$ cat config.mk
export PLATFORM = sky130hd
export DESIGN_NAME = io_device_endpoint_flat
export DESIGN_NICKNAME = d
export VERILOG_FILES = /design/src/rtl/io_device_endpoint_if.sv /design/src/rtl/io_device_endpoint.sv /design/src/flat_wrapper.sv
export SDC_FILE = /design/constraint.sdc
export NUM_CORES = 1
export LEC_CHECK = 0
export ABC_AREA = 1
export BUFFER_PORTS_ARGS = -buffer_cell sky130_fd_sc_hd__buf_2
export CORE_AREA = 3 3 109 163
export DETAILED_ROUTE_END_ITERATION = 8
export DIE_AREA = 0 0 112 166
export PLACE_DENSITY = 0.66
export SLEW_MARGIN = 30
export SYNTH_ARGS = -nofsm -noshare
export SYNTH_HDL_FRONTEND = slang
export SYNTH_SLANG_ARGS = --single-unit
$ cat constraint.sdc
create_clock -name clk -period 2.4 [get_ports clk]
set_input_delay 0.24 -clock clk [delete_from_list [all_inputs] [get_ports clk]]
set_output_delay 0.24 -clock clk [all_outputs]
set_load 0.01 [all_outputs]
$ cat src/rtl/io_device_endpoint_if.sv
// Bundle of all processor-side and peripheral-side signals for one device slot.
// The master modport is the processor plus peripheral environment; the slave
// modport is the endpoint itself.
interface io_device_endpoint_if #(
  parameter int WIDTH = 32,
  parameter int CW    = 3
);
  logic [WIDTH-1:0] dev_out_word;
  logic             enter_out;
  logic             done_out;
  logic [WIDTH-1:0] dev_in_word;
  logic             enter_in;
  logic             in_ack;
  logic [WIDTH-1:0] sink_data;
  logic             sink_valid;
  logic             sink_ready;
  logic [WIDTH-1:0] src_data;
  logic             src_valid;
  logic             src_ready;
  logic [CW-1:0]    fifo_count;

  modport master (
    output dev_out_word, enter_out, in_ack, sink_ready, src_data, src_valid,
    input  done_out, dev_in_word, enter_in, sink_data, sink_valid, src_ready,
           fifo_count
  );

  modport slave (
    input  dev_out_word, enter_out, in_ack, sink_ready, src_data, src_valid,
    output done_out, dev_in_word, enter_in, sink_data, sink_valid, src_ready,
           fifo_count
  );
endinterface

$ cat src/rtl/io_device_endpoint.sv
// Device-side responder for one processor I/O slot. Words written by the
// processor are acknowledged and buffered in a small FIFO that drains to a
// peripheral sink; words from a peripheral source are captured and offered to
// the processor with a four-phase enter_in/in_ack handshake.
module io_device_endpoint #(
  parameter int WIDTH = 32,
  parameter int DEPTH = 4,
  parameter int CW    = 3
) (
  input logic                 clk,
  input logic                 reset,
  io_device_endpoint_if.slave bus
);
  localparam int            AW         = $clog2(DEPTH);
  localparam logic [CW-1:0] FULL_COUNT = CW'(DEPTH);

  typedef enum logic {O_IDLE, O_ACK} oState_t;
  typedef enum logic [1:0] {I_IDLE, I_OFFER, I_RELEASE} iState_t;

  oState_t          oState_q, oState_d;
  iState_t          iState_q, iState_d;
  logic [WIDTH-1:0] mem_q [DEPTH];
  logic [AW-1:0]    wrPtr_q, wrPtr_d;
  logic [AW-1:0]    rdPtr_q, rdPtr_d;
  logic [CW-1:0]    count_q, count_d;
  logic [WIDTH-1:0] devIn_q, devIn_d;
  logic             push;
  logic             pop;

  // Output handshake: accept one word per enter_out high phase, only when the
  // FIFO has room as seen before this edge, then hold done_out until release.
  always_comb begin
    oState_d = oState_q;
    push     = 1'b0;
    case (oState_q)
      O_IDLE: begin
        if (bus.enter_out && (count_q != FULL_COUNT)) begin
          push     = 1'b1;
          oState_d = O_ACK;
        end
      end
      O_ACK: begin
        if (!bus.enter_out) begin
          oState_d = O_IDLE;
        end
      end
      default: oState_d = O_IDLE;
    endcase
  end

  // FIFO bookkeeping: pointers wrap naturally at the power-of-two depth and the
  // count only moves when exactly one of push/pop happens.
  always_comb begin
    pop     = (count_q != '0) && bus.sink_ready;
    wrPtr_d = wrPtr_q;
    rdPtr_d = rdPtr_q;
    count_d = count_q;
    if (push) begin
      wrPtr_d = wrPtr_q + AW'(1);
    end
    if (pop) begin
      rdPtr_d = rdPtr_q + AW'(1);
    end
    case ({push, pop})
      2'b10:   count_d = count_q + CW'(1);
      2'b01:   count_d = count_q - CW'(1);
      default: count_d = count_q;
    endcase
  end

  // Input handshake: capture a source word only when idle, offer it until the
  // processor acks, then wait for the ack to drop before accepting more.
  always_comb begin
    iState_d = iState_q;
    devIn_d  = devIn_q;
    case (iState_q)
      I_IDLE: begin
        if (bus.src_valid) begin
          devIn_d  = bus.src_data;
          iState_d = I_OFFER;
        end
      end
      I_OFFER: begin
        if (bus.in_ack) begin
          iState_d = I_RELEASE;
        end
      end
      I_RELEASE: begin
        if (!bus.in_ack) begin
          iState_d = I_IDLE;
        end
      end
      default: iState_d = I_IDLE;
    endcase
  end

  // State, pointer and captured-word registers; reset abandons everything.
  always_ff @(posedge clk) begin
    if (reset) begin
      oState_q <= O_IDLE;
      iState_q <= I_IDLE;
      wrPtr_q  <= '0;
      rdPtr_q  <= '0;
      count_q  <= '0;
      devIn_q  <= '0;
    end else begin
      oState_q <= oState_d;
      iState_q <= iState_d;
      wrPtr_q  <= wrPtr_d;
      rdPtr_q  <= rdPtr_d;
      count_q  <= count_d;
      devIn_q  <= devIn_d;
    end
  end

  // FIFO storage needs no reset since the count decides what is valid.
  always_ff @(posedge clk) begin
    if (push && !reset) begin
      mem_q[wrPtr_q] <= bus.dev_out_word;
    end
  end

  // Outputs are forced quiet while reset is asserted, even before the first
  // reset edge has cleared the state registers.
  assign bus.done_out    = (oState_q == O_ACK) && !reset;
  assign bus.enter_in    = (iState_q == I_OFFER) && !reset;
  assign bus.dev_in_word = reset ? '0 : devIn_q;
  assign bus.src_ready   = (iState_q == I_IDLE) && !reset;
  assign bus.fifo_count  = reset ? '0 : count_q;
  assign bus.sink_valid  = (count_q != '0) && !reset;
  assign bus.sink_data   = mem_q[rdPtr_q];

endmodule

$ cat src/flat_wrapper.sv
// flat-port wrapper written by rule: the top's interface ports become plain ports
module io_device_endpoint_flat 
#(
  parameter int WIDTH = 32,
  parameter int DEPTH = 4,
  parameter int CW    = 3
)
  (clk, reset, bus_dev_out_word, bus_enter_out, bus_in_ack, bus_sink_ready, bus_src_data, bus_src_valid, bus_done_out, bus_dev_in_word, bus_enter_in, bus_sink_data, bus_sink_valid, bus_src_ready, bus_fifo_count);
  io_device_endpoint_if #(.WIDTH(WIDTH), .CW(CW)) bus_i ();
  input logic clk;
  input logic reset;
  input wire logic [$bits(bus_i.dev_out_word)-1:0] bus_dev_out_word;
  input wire logic [$bits(bus_i.enter_out)-1:0] bus_enter_out;
  input wire logic [$bits(bus_i.in_ack)-1:0] bus_in_ack;
  input wire logic [$bits(bus_i.sink_ready)-1:0] bus_sink_ready;
  input wire logic [$bits(bus_i.src_data)-1:0] bus_src_data;
  input wire logic [$bits(bus_i.src_valid)-1:0] bus_src_valid;
  output wire logic [$bits(bus_i.done_out)-1:0] bus_done_out;
  output wire logic [$bits(bus_i.dev_in_word)-1:0] bus_dev_in_word;
  output wire logic [$bits(bus_i.enter_in)-1:0] bus_enter_in;
  output wire logic [$bits(bus_i.sink_data)-1:0] bus_sink_data;
  output wire logic [$bits(bus_i.sink_valid)-1:0] bus_sink_valid;
  output wire logic [$bits(bus_i.src_ready)-1:0] bus_src_ready;
  output wire logic [$bits(bus_i.fifo_count)-1:0] bus_fifo_count;
  assign bus_i.dev_out_word = bus_dev_out_word;
  assign bus_i.enter_out = bus_enter_out;
  assign bus_i.in_ack = bus_in_ack;
  assign bus_i.sink_ready = bus_sink_ready;
  assign bus_i.src_data = bus_src_data;
  assign bus_i.src_valid = bus_src_valid;
  assign bus_done_out = bus_i.done_out;
  assign bus_dev_in_word = bus_i.dev_in_word;
  assign bus_enter_in = bus_i.enter_in;
  assign bus_sink_data = bus_i.sink_data;
  assign bus_sink_valid = bus_i.sink_valid;
  assign bus_src_ready = bus_i.src_ready;
  assign bus_fifo_count = bus_i.fifo_count;
  io_device_endpoint #(.WIDTH(WIDTH), .DEPTH(DEPTH), .CW(CW)) u_core (.clk(clk), .reset(reset), .bus(bus_i));
endmodule
==> run_results.csv, run 1 <==
group,metric,value,unit
critical_path,worstPathRequired,2160,ps
floorplan,row_count,57,
critical_path,r2r-end,"u_core.count_q[2]",
final_layout,drive_above_1_share,24.9,%
synthesis,avgSynthCellArea,10.8,µm²
worst_hold_path,worstHoldPathType,"input pin to register",
floorplan,core_area,0.0163,mm²
floorplan,start_util,41.8,%
sta,finalHoldViolations,0,
final_layout,antennaDiodeCount,0,
synthesis,syn_nets,706,
synthesis,syn-cell-area,0.00683,mm²
detailed_routing,drt_pass1_iterations,4,
detailed_routing,drt_iter0_drc,219,
critical_path,r2r_slack,520,ps
clock_tree,cts_buffers,17,
synthesis,async_reset_ff_share,0,%
clock_tree,cts_buffer_depth,2,
critical_path,critPathCaptureType,"output port",
synthesis,ys_types,26,
critical_path,critPathMaxFanout,52,
floorplan,boundaryPins,141,
synthesis,ys_seq_area_share,69.2,%
placement,placed_cell_area,0.00783,mm²
detailed_routing,num_vias,4765,
sta,final.setup_skew,15.7,ps
critical_path,cp.arrival,1730,ps
final_layout,design_area,0.00840,mm²
power_and_ir_drop,cellLeakagePower,3.45,nW
final_layout,multi_input_area,0.00168,mm²
clock_tree,ctsHoldBuffers,0,
synthesis,synth_edf_count,128,
placement,io_buffer_count,140,
placement,pre_cts_slack,456,ps
clock_tree,cts_tree,"built",
sta,grt_setup_unrepaired,"false",
final_layout,final_nets,843,
sta,finalCritPeriodShare,82.0,%
global_routing,first_global_vias,4593,
global_routing,grt_max_degree,65,
sta,fmax,0.508,GHz
clock_tree,cts_resized,0,
detailed_routing,drc,0,
floorplan,die_h,166,µm
clock_tree,cts-root-buf,"clkbuf_16",
clock_tree,cts_sinks,172,
synthesis,ys.flop_type,"edfxtp_1",
global_routing,grt_pass1_wl,22700,µm
detailed_routing,via_per_inst,4.83,
critical_path,start_kind,"register",
synthesis,yosys_register_bits,172,
detailed_routing,antenna_left,0,
critical_path,rr_startpoint,"u_core.count_q[0]",
critical_path,worstRegToRegCells,13,
placement,dp_hpwl,8930,µm
clock_tree,cts_max_level,4,
critical_path,cp-endpoint,"bus_sink_data[8]",
job,cap_violations,0,
final_layout,nFillCells,1505,
sta,tightest_slew,560,ps
sta,drv_slew,0,
sta,setup_viol,0,
critical_path,crit_type,"register to output port",
sta,max_slew_margin,62.6,%
detailed_routing,wire_per_inst,14.1,µm
clock_tree,clkTransAtPathRegs,70,ps
synthesis,yosysWarningCount,0,
run_status,outcome,"finished clean",
clock_tree,cts_setup_buffers,0,
placement,gp_congestion,0.763,
global_routing,grt_overflow_total,0,
global_routing,grt_usage,15.2,%
power_and_ir_drop,p_per_area,922,mW/mm²
sta,fin_ws,431,ps
floorplan,dieArea,0.0186,mm²
synthesis,synth_cells,630,
sta,period_needed,1970,ps
floorplan,die_width,112,µm
clock_tree,clkLatencyLatePin,410,ps
detailed_routing,routed_wl,13900,µm
power_and_ir_drop,max-vdd-ir-drop,0.427,mV
final_layout,area_growth,23.0,%
final_layout,seqCellArea,0.00473,mm²
global_routing,antenna_found_initial,2,
## through the flow
stage	total power [W]	hold WS [ps]	cells	TNS, ps	utilization, %
final	0.00775	40.7	986	0	51.4
after global routing	0.00822	14.7	986	0	51.4
after CTS	0.00786	15.3	986	0	51.4
after detailed placement	0.00527	445	954	0	47.9
after global placement	0.00525	432	954	0	47.9
after floorplan	0.00460	339	630	-17170	-
## how the worst min path moves through the flow
| stage | startpoint | to | slack, ps | cells after the start |
|---|---|---|---|---|
| 3_3_place_gp | u_core.count_q[0] | u_core.count_q[0] | 430 | 1 |
| 2_1_floorplan | bus_dev_out_word[0] | u_core.mem_q[0][0] | 340 | 0 |
| 5_1_grt | bus_dev_out_word[9] | u_core.mem_q[2][9] | 10 | 1 |
| 6_report | bus_dev_out_word[22] | u_core.mem_q[3][22] | 40 | 1 |
| 4_1_cts | bus_dev_out_word[2] | u_core.mem_q[0][2] | 20 | 1 |
| 3_5_place_dp | u_core.count_q[0] | u_core.count_q[0] | 440 | 1 |
## per-layer routing
layer  global-route usage (%)  share of wire [%]
met5                        0               0.15
met4                     4.86                1.6
met3                     5.03                6.9
met2                     26.8                 51
met1                     17.3                 40
## cells in the mapped netlist (2+ instances only)
cell type / n / area, µm²
a21oi_1: 26 / 130
buf_2: 18 / 90.1
buf_6: 2 / 22.5
clkbuf_1: 10 / 37.5
clkbuf_2: 2 / 10.0
dfxtp_1: 44 / 881
edfxtp_1: 128 / 3840
ha_1: 5 / 62.6
inv_1: 74 / 278
inv_2: 2 / 7.51
nand2_1: 33 / 124
nand3_1: 7 / 35.0
nor2_1: 140 / 526
o21ai_0: 68 / 340
o21ai_1: 12 / 60.1
o22ai_1: 32 / 200
or2_0: 17 / 106
or2_2: 2 / 12.5
## state kept, by name, summed over array words and instances, names as in the netlist, named ones only
name             flops
u_core.wrPtr_q       2
u_core.mem_q       128
u_core.devIn_q      32
u_core.oState_q      1
u_core.rdPtr_q       2
u_core.iState_q      2
u_core.count_q       3
## kinds of logic (layout without fill, tap and decap cells)
| kind of cell | count (synthesis) | in the layout | share of synthesized area [%] |
|---|---|---|---|
| AND/OR/NAND/NOR | 204 | 204 | 12.2 |
| buffers and inverters | 110 | 260 | 6.69 |
| adder cells (fa/ha/maj) | 6 | 6 | 1.21 |
| flip-flops | 172 | 172 | 69.2 |
| AO/OA/AOI/OAI | 138 | 138 | 10.7 |
## critical path, stage by stage (launching register included)
cell and delay, ps:
dfxtp_2 340, inv_2 200, buf_12 270, nor2_1 80, o22ai_1 230, buf_2 170
## cells in the final DEF, fill, tap and decap left out
cell,instances
nor2_1,136
clkbuf_1,1
or2_2,2
nand3b_1,1
nand2_2,1
inv_2,2
a21oi_1,26
inv_8,4
clkbuf_16,17
clkinv_4,5
fa_1,1
ha_1,5
inv_1,74
buf_2,140
nor2_2,1
dfxtp_1,43
edfxtp_1,128
nor3_1,1
nand2_1,33
clkinv_8,2
nand3_1,7
dfxtp_2,1
o21ai_1,12
or2_0,17
buf_12,7
inv_6,2
nand4_1,1
o21ai_0,68
buf_4,5
o22ai_1,32
clkinvlp_4,1
nor2_4,4
## area by class of cell
cell class / count / area share, %
sequential: 172 / 56.3
multi-input combinational: 348 / 20.0
timing repair buffer: 152 / 10.5
clock buffer: 18 / 5.11
inverter: 76 / 3.40
tap: 206 / 3.07
clock inverter: 14 / 1.74
## where the power goes
part	internal [W]	leakage [nW]	switching, W
clock	0.00138	0.278	0.00120
combinational	0.000611	1.65	0.00108
sequential	0.00341	1.52	0.0000711
total	0.00540	3.45	0.00235
Note: power is estimated with default switching activity, not from simulation.
==> run 2, diff against run 1 <==
- clock period: 2.4 -> 1.8 ns (I/O delays scaled with it)
==> run_results.csv, run 2 (same netlist as run 1, synthesis figures left out) <==
group,metric,value,unit
floorplan,start_util,41.8,%
detailed_routing,drc,0,
global_routing,grt_usage,15.6,%
final_layout,largest_register_ffs,128,
detailed_routing,drt_pass1_iterations,5,
global_routing,met1_usage,17.2,%
critical_path,start_kind,"register",
global_routing,grt_overflow_total,0,
placement,io_buffer_count,140,
floorplan,die_h,166,µm
sta,fmax,0.567,GHz
worst_hold_path,min_delay_worst_endpoint,"u_core.devIn_q[3]",
final_layout,antennaDiodeCount,0,
clock_tree,cts_max_level,4,
floorplan,boundaryPins,141,
clock_tree,cts-root-buf,"clkbuf_16",
final_layout,multi_input_area,0.00171,mm²
critical_path,critPathCaptureType,"output port",
power_and_ir_drop,cellLeakagePower,3.73,nW
sta,grt_setup_unrepaired,"true",
global_routing,first_global_vias,5018,
floorplan,dieArea,0.0186,mm²
run_status,outcome,"finished clean",
final_layout,final_nets,896,
critical_path,r2r_slack,140,ps
final_layout,fin_util,55.4,%
global_routing,grt.busiest_layer,"met2",
sta,finalHoldViolations,0,
final_layout,mostFrequentLayoutCells,"140 x buf_2, 135 x nor2_1, 128 x edfxtp_1, 71 x inv_1, 66 x o21ai_0",
global_routing,grt_max_degree,41,
global_routing,use_met3,4.67,%
power_and_ir_drop,p_per_area,1210,mW/mm²
critical_path,crit_type,"register to output port",
clock_tree,clkLatencyLatePin,420,ps
clock_tree,cts_sinks,172,
global_routing,grt_pass1_wl,23500,µm
critical_path,critPathMaxFanout,26,
global_routing,antenna_found_initial,0,
final_layout,area_growth,32.4,%
sta,max_slew_margin,77.2,%
critical_path,worstRegToRegCells,13,
critical_path,rr_startpoint,"u_core.count_q[2]",
clock_tree,cts_buffers,17,
final_layout,drive_above_1_share,26.8,%
clock_tree,cts_tree,"built",
final_layout,reg.largest.list,"u_core.mem_q x128, u_core.devIn_q x32, u_core.count_q x3",
detailed_routing,via_per_inst,4.82,
clock_tree,clkTransAtPathRegs,70,ps
clock_tree,cts_buffer_depth,2,
floorplan,core_area,0.0163,mm²
floorplan,die_width,112,µm
detailed_routing,num_vias,5010,
detailed_routing,routed_wl,15000,µm
power_and_ir_drop,max-vdd-ir-drop,0.519,mV
final_layout,top_register,"u_core.mem_q",
sta,drv_slew,0,
final_layout,layout_commonest_cell,"buf_2",
placement,gp_congestion,0.763,
critical_path,cp.arrival,1580,ps
worst_hold_path,worstHoldPathType,"input pin to register",
global_routing,grt_use_met2,28.3,%
detailed_routing,drt_iter0_drc,220,
floorplan,row_count,57,
placement,dp_hpwl,9380,µm
final_layout,seqCellArea,0.00473,mm²
sta,setup_viol,0,
detailed_routing,antenna_left,0,
critical_path,r2r-end,"u_core.count_q[2]",
sta,finalCritPeriodShare,98.0,%
sta,final.setup.tns,0,ps
worst_hold_path,whs_path_depth,3,
critical_path,worstPathRequired,1620,ps
sta,final.setup_skew,12.1,ps
job,cap_violations,0,
sta,tightest_slew,342,ps
detailed_routing,wire_per_inst,14.5,µm
sta,period_needed,1760,ps
worst_hold_path,worstHoldStart,"bus_src_data[3]",
final_layout,nFillCells,1435,
==> run 2: where the power goes <==
| group | total, W | internal [W] | switching, W |
|---|---|---|---|
| Clock | 0.00355 | 0.00196 | 0.00158 |
| Sequential | 0.00467 | 0.00455 | 0.000120 |
| Combinational | 0.00268 | 0.00111 | 0.00157 |
==> run 2: worst max-delay path by stage <==
stage                                     to  depth (start not counted)         startpoint  slack [ps]
after floorplan           u_core.mem_q[0][0]                          3    u_core.oState_q        -270
final                       bus_sink_data[9]                          5           register          40
after detailed placement   u_core.count_q[2]                         13  u_core.count_q[0]         -20
after global placement     u_core.count_q[2]                         13  u_core.count_q[0]          60
after CTS                  bus_sink_data[11]                          5           register          -9
after global routing        bus_sink_data[9]                          5           register         -20
==> run 2: metal layers <==
metal / wire length, µm / share of wire (%)
met1: 6040 / 40
met2: 7850 / 52
met4: 139 / 0.93
met5: 0 / 0
met3: 990 / 6.6
==> run 2: final cells by class <==
type,instances,share of cell area (%)
multi-input cells,348,18.9
repair buffers,205,16.2
flip-flops and latches,172,52.4
clock inverters,14,1.70
well taps,206,2.85
inverters,76,3.24
clock buffers,18,4.75
==> run 2: repair_timing <==
action / in CTS / in global routing
pin swaps: 1 / 6
endpoints found under the setup margin: 27 / 15
setup buffers: 0 / 3
cloned: 0 / 3
hold buffers: 38 / 0
endpoints found under the hold margin: 132 / 0
gates resized for setup: 12 / 16
==> run 2: per-stage QoR <==
step / hold WS [ps] / instances / cell area, µm² / worst slack [ps] / power [W]
floorplan: 279 / 630 / 6840 / -275 / 0.00613
global placement: 396 / 963 / 7890 / 62.8 / 0.00707
detailed placement: 400 / 963 / 7890 / -24.4 / 0.00712
CTS: 1.56 / 1033 / 8890 / -9.46 / 0.0108
global route: 35.8 / 1039 / 9040 / -20.3 / 0.0115
finish: 18.3 / 1039 / 9040 / 35.5 / 0.0109
==> run 2: critical path: stages, from the launching register on <==
cell and delay (ps):
dfxtp_4 390, inv_8 130, buf_12 190, nor2_1 70, o22ai_1 210, buf_2 170
